===== src/rtl/plazer_st_pkg.sv =====
// Shared definitions for the plazer streaming adapters: default sizes,
// the fill-level width helper and the saturating counter increment.
package plazer_st_pkg;

  localparam int DEF_DATA_W = 8;
  localparam int DEF_DEPTH  = 4;

  // Width of a fill level able to hold 0..depth inclusive.
  function automatic int level_w(input int depth);
    return $clog2(depth) + 1;
  endfunction

  // Increment v, holding at the all-ones value of a w-bit counter (w <= 32).
  function automatic logic [31:0] sat_inc(input logic [31:0] v, input int w);
    logic [31:0] lim;
    lim = (w >= 32) ? 32'hFFFF_FFFF : ((32'd1 << w) - 32'd1);
    return (v >= lim) ? v : v + 32'd1;
  endfunction

endpackage


===== src/rtl/plazer_st_fifo_mem.sv =====
// DEPTH x DATA_W register array: one synchronous write port and one
// asynchronous read port. Storage carries no reset.
module plazer_st_fifo_mem #(
  parameter int DATA_W = 8,
  parameter int DEPTH  = 4,
  localparam int AW    = $clog2(DEPTH)
) (
  input  logic              clk,
  input  logic              we,
  input  logic [AW-1:0]     waddr,
  input  logic [DATA_W-1:0] wdata,
  input  logic [AW-1:0]     raddr,
  output logic [DATA_W-1:0] rdata
);

  logic [DATA_W-1:0] mem [DEPTH];

  // Write the accepted word into its slot.
  always_ff @(posedge clk) begin
    if (we) mem[waddr] <= wdata;
  end

  assign rdata = mem[raddr];

endmodule


===== src/rtl/plazer_st_timing_fifo_adt.sv =====
// Avalon-ST timing adapter: absorbs downstream backpressure in a show-ahead
// FIFO for a source that cannot stall. Words arriving while full are dropped
// and counted in a sticky flag and a saturating counter.
module plazer_st_timing_fifo_adt
  import plazer_st_pkg::*;
#(
  parameter int DATA_W   = DEF_DATA_W,
  parameter int DEPTH    = DEF_DEPTH,
  parameter int AF_LEVEL = DEPTH - 1,
  parameter int CNT_W    = 16
) (
  input  logic                   clk,
  input  logic                   reset_n,
  input  logic                   in_valid,
  input  logic [DATA_W-1:0]      in_data,
  output logic                   in_ready,
  output logic                   out_valid,
  output logic [DATA_W-1:0]      out_data,
  input  logic                   out_ready,
  output logic [$clog2(DEPTH):0] fill_level,
  output logic                   almost_full,
  output logic                   overflow,
  output logic [CNT_W-1:0]       drop_count,
  input  logic                   clr_overflow
);

  localparam int PTR_W = $clog2(DEPTH);
  localparam int LVL_W = level_w(DEPTH);
  localparam logic [LVL_W-1:0] FULL_LVL = LVL_W'(DEPTH);
  localparam logic [LVL_W-1:0] AF_LVL   = LVL_W'(AF_LEVEL);

  logic [PTR_W-1:0] wr_ptr;
  logic [PTR_W-1:0] rd_ptr;
  logic [LVL_W-1:0] count;
  logic [LVL_W-1:0] count_nxt;
  logic             push;
  logic             pop;
  logic             drop;
  logic [31:0]      drop_inc;

  // A full FIFO still accepts a word when the head leaves in the same cycle.
  assign pop       = out_valid & out_ready;
  assign push      = in_valid & ((count < FULL_LVL) | pop);
  assign drop      = in_valid & ~push;
  assign out_valid = (count != '0);
  assign in_ready  = (count < FULL_LVL) | out_ready;
  assign fill_level = count;
  assign drop_inc  = sat_inc(32'(drop_count), CNT_W);

  // Next occupancy; simultaneous push and pop cancel out.
  always_comb begin
    count_nxt = count;
    if (push && !pop)      count_nxt = count + 1'b1;
    else if (pop && !push) count_nxt = count - 1'b1;
  end

  // Pointers, occupancy and almost_full, which tracks the next occupancy so
  // it lines up with fill_level.
  always_ff @(posedge clk or negedge reset_n) begin
    if (!reset_n) begin
      wr_ptr      <= '0;
      rd_ptr      <= '0;
      count       <= '0;
      almost_full <= 1'b0;
    end else begin
      if (push) wr_ptr <= wr_ptr + 1'b1;
      if (pop)  rd_ptr <= rd_ptr + 1'b1;
      count       <= count_nxt;
      almost_full <= (count_nxt >= AF_LVL);
    end
  end

  // Overflow flag and drop counter; a drop in the clearing cycle wins.
  always_ff @(posedge clk or negedge reset_n) begin
    if (!reset_n) begin
      overflow   <= 1'b0;
      drop_count <= '0;
    end else if (clr_overflow) begin
      overflow   <= drop;
      drop_count <= drop ? CNT_W'(1) : '0;
    end else if (drop) begin
      overflow   <= 1'b1;
      drop_count <= drop_inc[CNT_W-1:0];
    end
  end

  plazer_st_fifo_mem #(
    .DATA_W (DATA_W),
    .DEPTH  (DEPTH)
  ) u_mem (
    .clk   (clk),
    .we    (push),
    .waddr (wr_ptr),
    .wdata (in_data),
    .raddr (rd_ptr),
    .rdata (out_data)
  );

endmodule


===== config.mk =====
export PLATFORM = sky130hd
export DESIGN_NAME = plazer_st_timing_fifo_adt
export DESIGN_NICKNAME = d
export VERILOG_FILES = /design/src/rtl/plazer_st_pkg.sv /design/src/rtl/plazer_st_fifo_mem.sv /design/src/rtl/plazer_st_timing_fifo_adt.sv
export SDC_FILE = /design/constraint.sdc
export NUM_CORES = 1
export LEC_CHECK = 0
export BUFFER_PORTS_ARGS = -buffer_cell sky130_fd_sc_hd__buf_2
export CAP_MARGIN = 20
export CORE_AREA = 5 5 105 107
export CTS_CLUSTER_DIAMETER = 100
export DETAILED_ROUTE_END_ITERATION = 6
export DIE_AREA = 0 0 110 112
export PLACE_DENSITY_LB_ADDON = 0.12
export SLEW_MARGIN = 10
export SYNTH_ARGS = -nofsm -noshare
export SYNTH_HDL_FRONTEND = slang
export SYNTH_HIERARCHICAL = 1
export SYNTH_SLANG_ARGS = --single-unit

===== constraint.sdc =====
create_clock -name clk -period 2.4 [get_ports clk]
set_input_delay 0.48 -clock clk [delete_from_list [all_inputs] [get_ports clk]]
set_output_delay 0.48 -clock clk [all_outputs]
set_load 0.03 [all_outputs]

==> flow_summary.ini <==
[logic_synthesis]
netlist_instances = 204
synthAdderAreaFrac_pct = 1.850
netlist_top_cells_area = sky130_fd_sc_hd__edfxtp_1 (36%), sky130_fd_sc_hd__dfrtp_1 (23%), sky130_fd_sc_hd__mux4_2 (6.7%)
yosysWarningCount = 6
synth-seq-area-share_pct = 58.65
post_synth_xor_area_fraction_pct = 1.619
postSynthAreaPerCell_sq_um = 13.26
synth.lib_cells_used.distinct = 53
synth_async_sr_flop_share_pct = 43.86
synth.ff_latch_count = 57
syn_nets = 221
synth_top_cell_by_area = sky130_fd_sc_hd__edfxtp_1
dominantRegCellSynth = sky130_fd_sc_hd__edfxtp_1
synth_compound_area_share_pct = 10.18
post_synthesis_mux_area_share_pct = 7.863
synth_top_area_share_pct = 35.52
number_of_flops_mapped_to_enable_cells_by_yosys = 32
synth_top_family_by_area = simple AND/OR/NAND/NOR gates
synth_simple_gate_area_share_pct = 15.86
netlist_area_sq_um = 2705

[setup_path]
startpoint_type = flop
setup.worst_path.class = reg -> out
crit-reg2reg-capture = drop_count[14]
worstPathMaxFanout = 8
data_arrival_critical_path_ps = 1680
crit_path_end_kind = primary output
number_of_cells_on_the_worst_reg_to_reg_path = 5
cp.required_ps = 1920
r2r_setup_slack_ps = 480
crit-reg2reg-launch = drop_count[1]

[power_and_ir_drop]
power_frac_seq_pct = 42.8
internal_power_mw = 1.954
switching_power_mw = 1.094
power_leakage_nw = 1.253
vdd.ir_drop.worst_mv = 0.3301
power_frac_clock_pct = 23.6
power.switching_fraction_pct = 35.89
power_frac_comb_pct = 33.6
power_per_cell_area_nw_per_um2 = 944.5

[sta]
skew_ps = 7.669
fin_crit_ps = 2165
finalHoldViolations = 0
slew-limit-headroom_pct = 60.07
final-setup-viol-count = 0
max_clock_freq_ghz = 0.4620
fin_crit_sh_pct = 90.19
total_neg_setup_slack_ps = 0
worst_slew_pin_slew_ps = 599.0
grt_setup_unrepaired = false
drv_slew = 0
layout_setup_ws_ps = 235.4

[drt]
routed_via_density = 4.688
via_count = 1861
wl_met3_um = 275
drc = 0
firstDrtPassIters = 4
met1_length_mm = 2.679
met2RoutedLength_mm = 2.935
ant_nets = 0
drt_first_iter_violations = 78
routed_wire_length_per_instance_um = 15.11
topRoutingLayerUsed = met4
wl_mm = 5.998

[clock_network]
numCtsBuffers = 9
cts.clk_slew.worst_paths_ps = 60
post_cts_buffers = 0
htreeDepth = 3
clock-root-buffer = sky130_fd_sc_hd__clkbuf_8
cts_tree = done
cts.sink_count = 57
post_cts_resize_count = 0
holdBufCountCts = 0
cts.path.max_buffers = 2
insertion_delay_ps = 330

[final_layout]
mostFrequentLayoutCell = sky130_fd_sc_hd__buf_2
most-common-layout-cells = sky130_fd_sc_hd__buf_2 (43), sky130_fd_sc_hd__edfxtp_1 (32), sky130_fd_sc_hd__dfrtp_1 (25)
area_growth_pct = 19.29
fin_cells = 397
drive_above_1_share_pct = 29.89
antennaDiodeCount = 0
nets = 273
layout.filler_cells = 1035

[floorplan]
initial_cell_density_of_the_core_pct = 26.93
placementRows = 37
die_w_um = 110
coreArea_sq_um = 10050
io-pin-count = 44
die_area_sq_um = 12320
die_y_um = 112

[global_routing]
grt_pass1_wl_mm = 9.860
via_count_of_the_first_global_routing_pass = 1938
grt_start_max_net_pins = 26
grt_overflow_total = 0
total_track_usage_pct = 10.56
antenna_violations_before_repair = 0

[status]
status = finished, final reports clean

[placed_design]
pre_cts_setup_slack_ps = 329.7
numPortBuffers = 43
dp_hpwl_mm = 4.202
place_congestion = 0.7393
dpl.cell_count = 381

[flow_run]
cap_viol_max_count = 0

[min_path]
worstHoldPathType = in -> async
-- logic make-up (layout without fill, tap and decap cells) --
logic type               after synthesis  in the layout
adder cells (fa/ha/maj)                4              4
multiplexers                          11             11
buffers and inverters                 18             75
AO/OA/AOI/OAI                         43             43
flip-flops                            57             57
AND/OR/NAND/NOR                       66             66
XOR/XNOR                               5              5
-- critical path: stages (launching register included) --
cell and delay, ps:
sky130_fd_sc_hd__dfrtp_1 390, sky130_fd_sc_hd__buf_4 240, sky130_fd_sc_hd__mux4_2 530, sky130_fd_sc_hd__buf_2 190
-- power groups by stage --
stage / logic [mW] / clock network [mW] / registers, mW
2_1_floorplan: 0.742 / 0 / 1.35
3_3_place_gp: 1.05 / 0 / 1.33
3_5_place_dp: 1.04 / 0 / 1.33
4_1_cts: 1.05 / 0.758 / 1.31
5_1_grt: 1.12 / 0.801 / 1.33
6_report: 1.02 / 0.719 / 1.30
-- stage by stage --
step           utilization (%)  area (sq um)  power (mW)  hold WS (ps)
2_1_floorplan                -          2705       2.096         184.4
3_3_place_gp             30.59          3073       2.376         497.8
3_5_place_dp             30.59          3073       2.371         510.1
4_1_cts                  32.12          3227       3.116         161.7
5_1_grt                  32.12          3227       3.251         195.3
6_report                 32.12          3227       3.048         148.4
-- cell usage after synthesis (2+ instances only) --
cell,count
sky130_fd_sc_hd__nand4_1,2
sky130_fd_sc_hd__nor2_1,6
sky130_fd_sc_hd__o21ai_0,10
sky130_fd_sc_hd__o41ai_1,3
sky130_fd_sc_hd__clkbuf_2,2
sky130_fd_sc_hd__nor2b_1,4
sky130_fd_sc_hd__or4_1,4
sky130_fd_sc_hd__dfrtp_1,25
sky130_fd_sc_hd__o31ai_1,4
sky130_fd_sc_hd__nor4b_1,2
sky130_fd_sc_hd__or3_1,4
sky130_fd_sc_hd__nor4_1,2
sky130_fd_sc_hd__a211oi_1,3
sky130_fd_sc_hd__o211ai_1,2
sky130_fd_sc_hd__nand2_1,8
sky130_fd_sc_hd__a21oi_1,14
sky130_fd_sc_hd__inv_1,8
sky130_fd_sc_hd__edfxtp_1,32
sky130_fd_sc_hd__nand2b_1,6
sky130_fd_sc_hd__xnor2_1,4
sky130_fd_sc_hd__and3_1,2
sky130_fd_sc_hd__buf_6,2
sky130_fd_sc_hd__nor3_1,2
sky130_fd_sc_hd__ha_1,4
sky130_fd_sc_hd__mux4_2,8
sky130_fd_sc_hd__a32o_1,2
sky130_fd_sc_hd__mux2_2,2
sky130_fd_sc_hd__nand3_1,7
sky130_fd_sc_hd__buf_4,3
sky130_fd_sc_hd__and3b_1,3
sky130_fd_sc_hd__and2_1,2
-- worst max path at each step --
stage	slack (ps)	to	from
after floorplan	120	u_mem/mem[0][0]	fill_level[2]
after global placement	340	drop_count[15]	in_valid
after detailed placement	330	drop_count[15]	in_valid
after CTS	180	out_data[2]	rd_ptr[0]
after global routing	150	out_data[4]	rd_ptr[0]
final	240	out_data[0]	rd_ptr[0]
-- flip-flops by register name (all words and copies together) (netlist names) --
register and flops:
u_mem/mem 32, wr_ptr 2, drop_count 16, overflow 1, rd_ptr 2, almost_full 1, fill_level 3
-- final cells by class --
| type | instances | area (sq um) | share of cell area [%] |
|---|---|---|---|
| Clock buffer | 11 | 131.4 | 4.071 |
| Clock inverter | 5 | 22.52 | 0.6979 |
| Inverter | 8 | 30.03 | 0.9306 |
| Multi-Input combinational cell | 129 | 1011 | 31.33 |
| Sequential cell | 57 | 1587 | 49.17 |
| Tap cell | 136 | 170.2 | 5.273 |
| Timing Repair Buffer | 51 | 275.3 | 8.530 |
-- metal layers --
layer | vias up | track usage [%]
li1 | 896 | -
met2 | 38 | 16.34
met5 | - | 0
met1 | 918 | 13.24
met3 | 9 | 2.841
met4 | 0 | 5.736
Power figures use the tool's default switching activity.
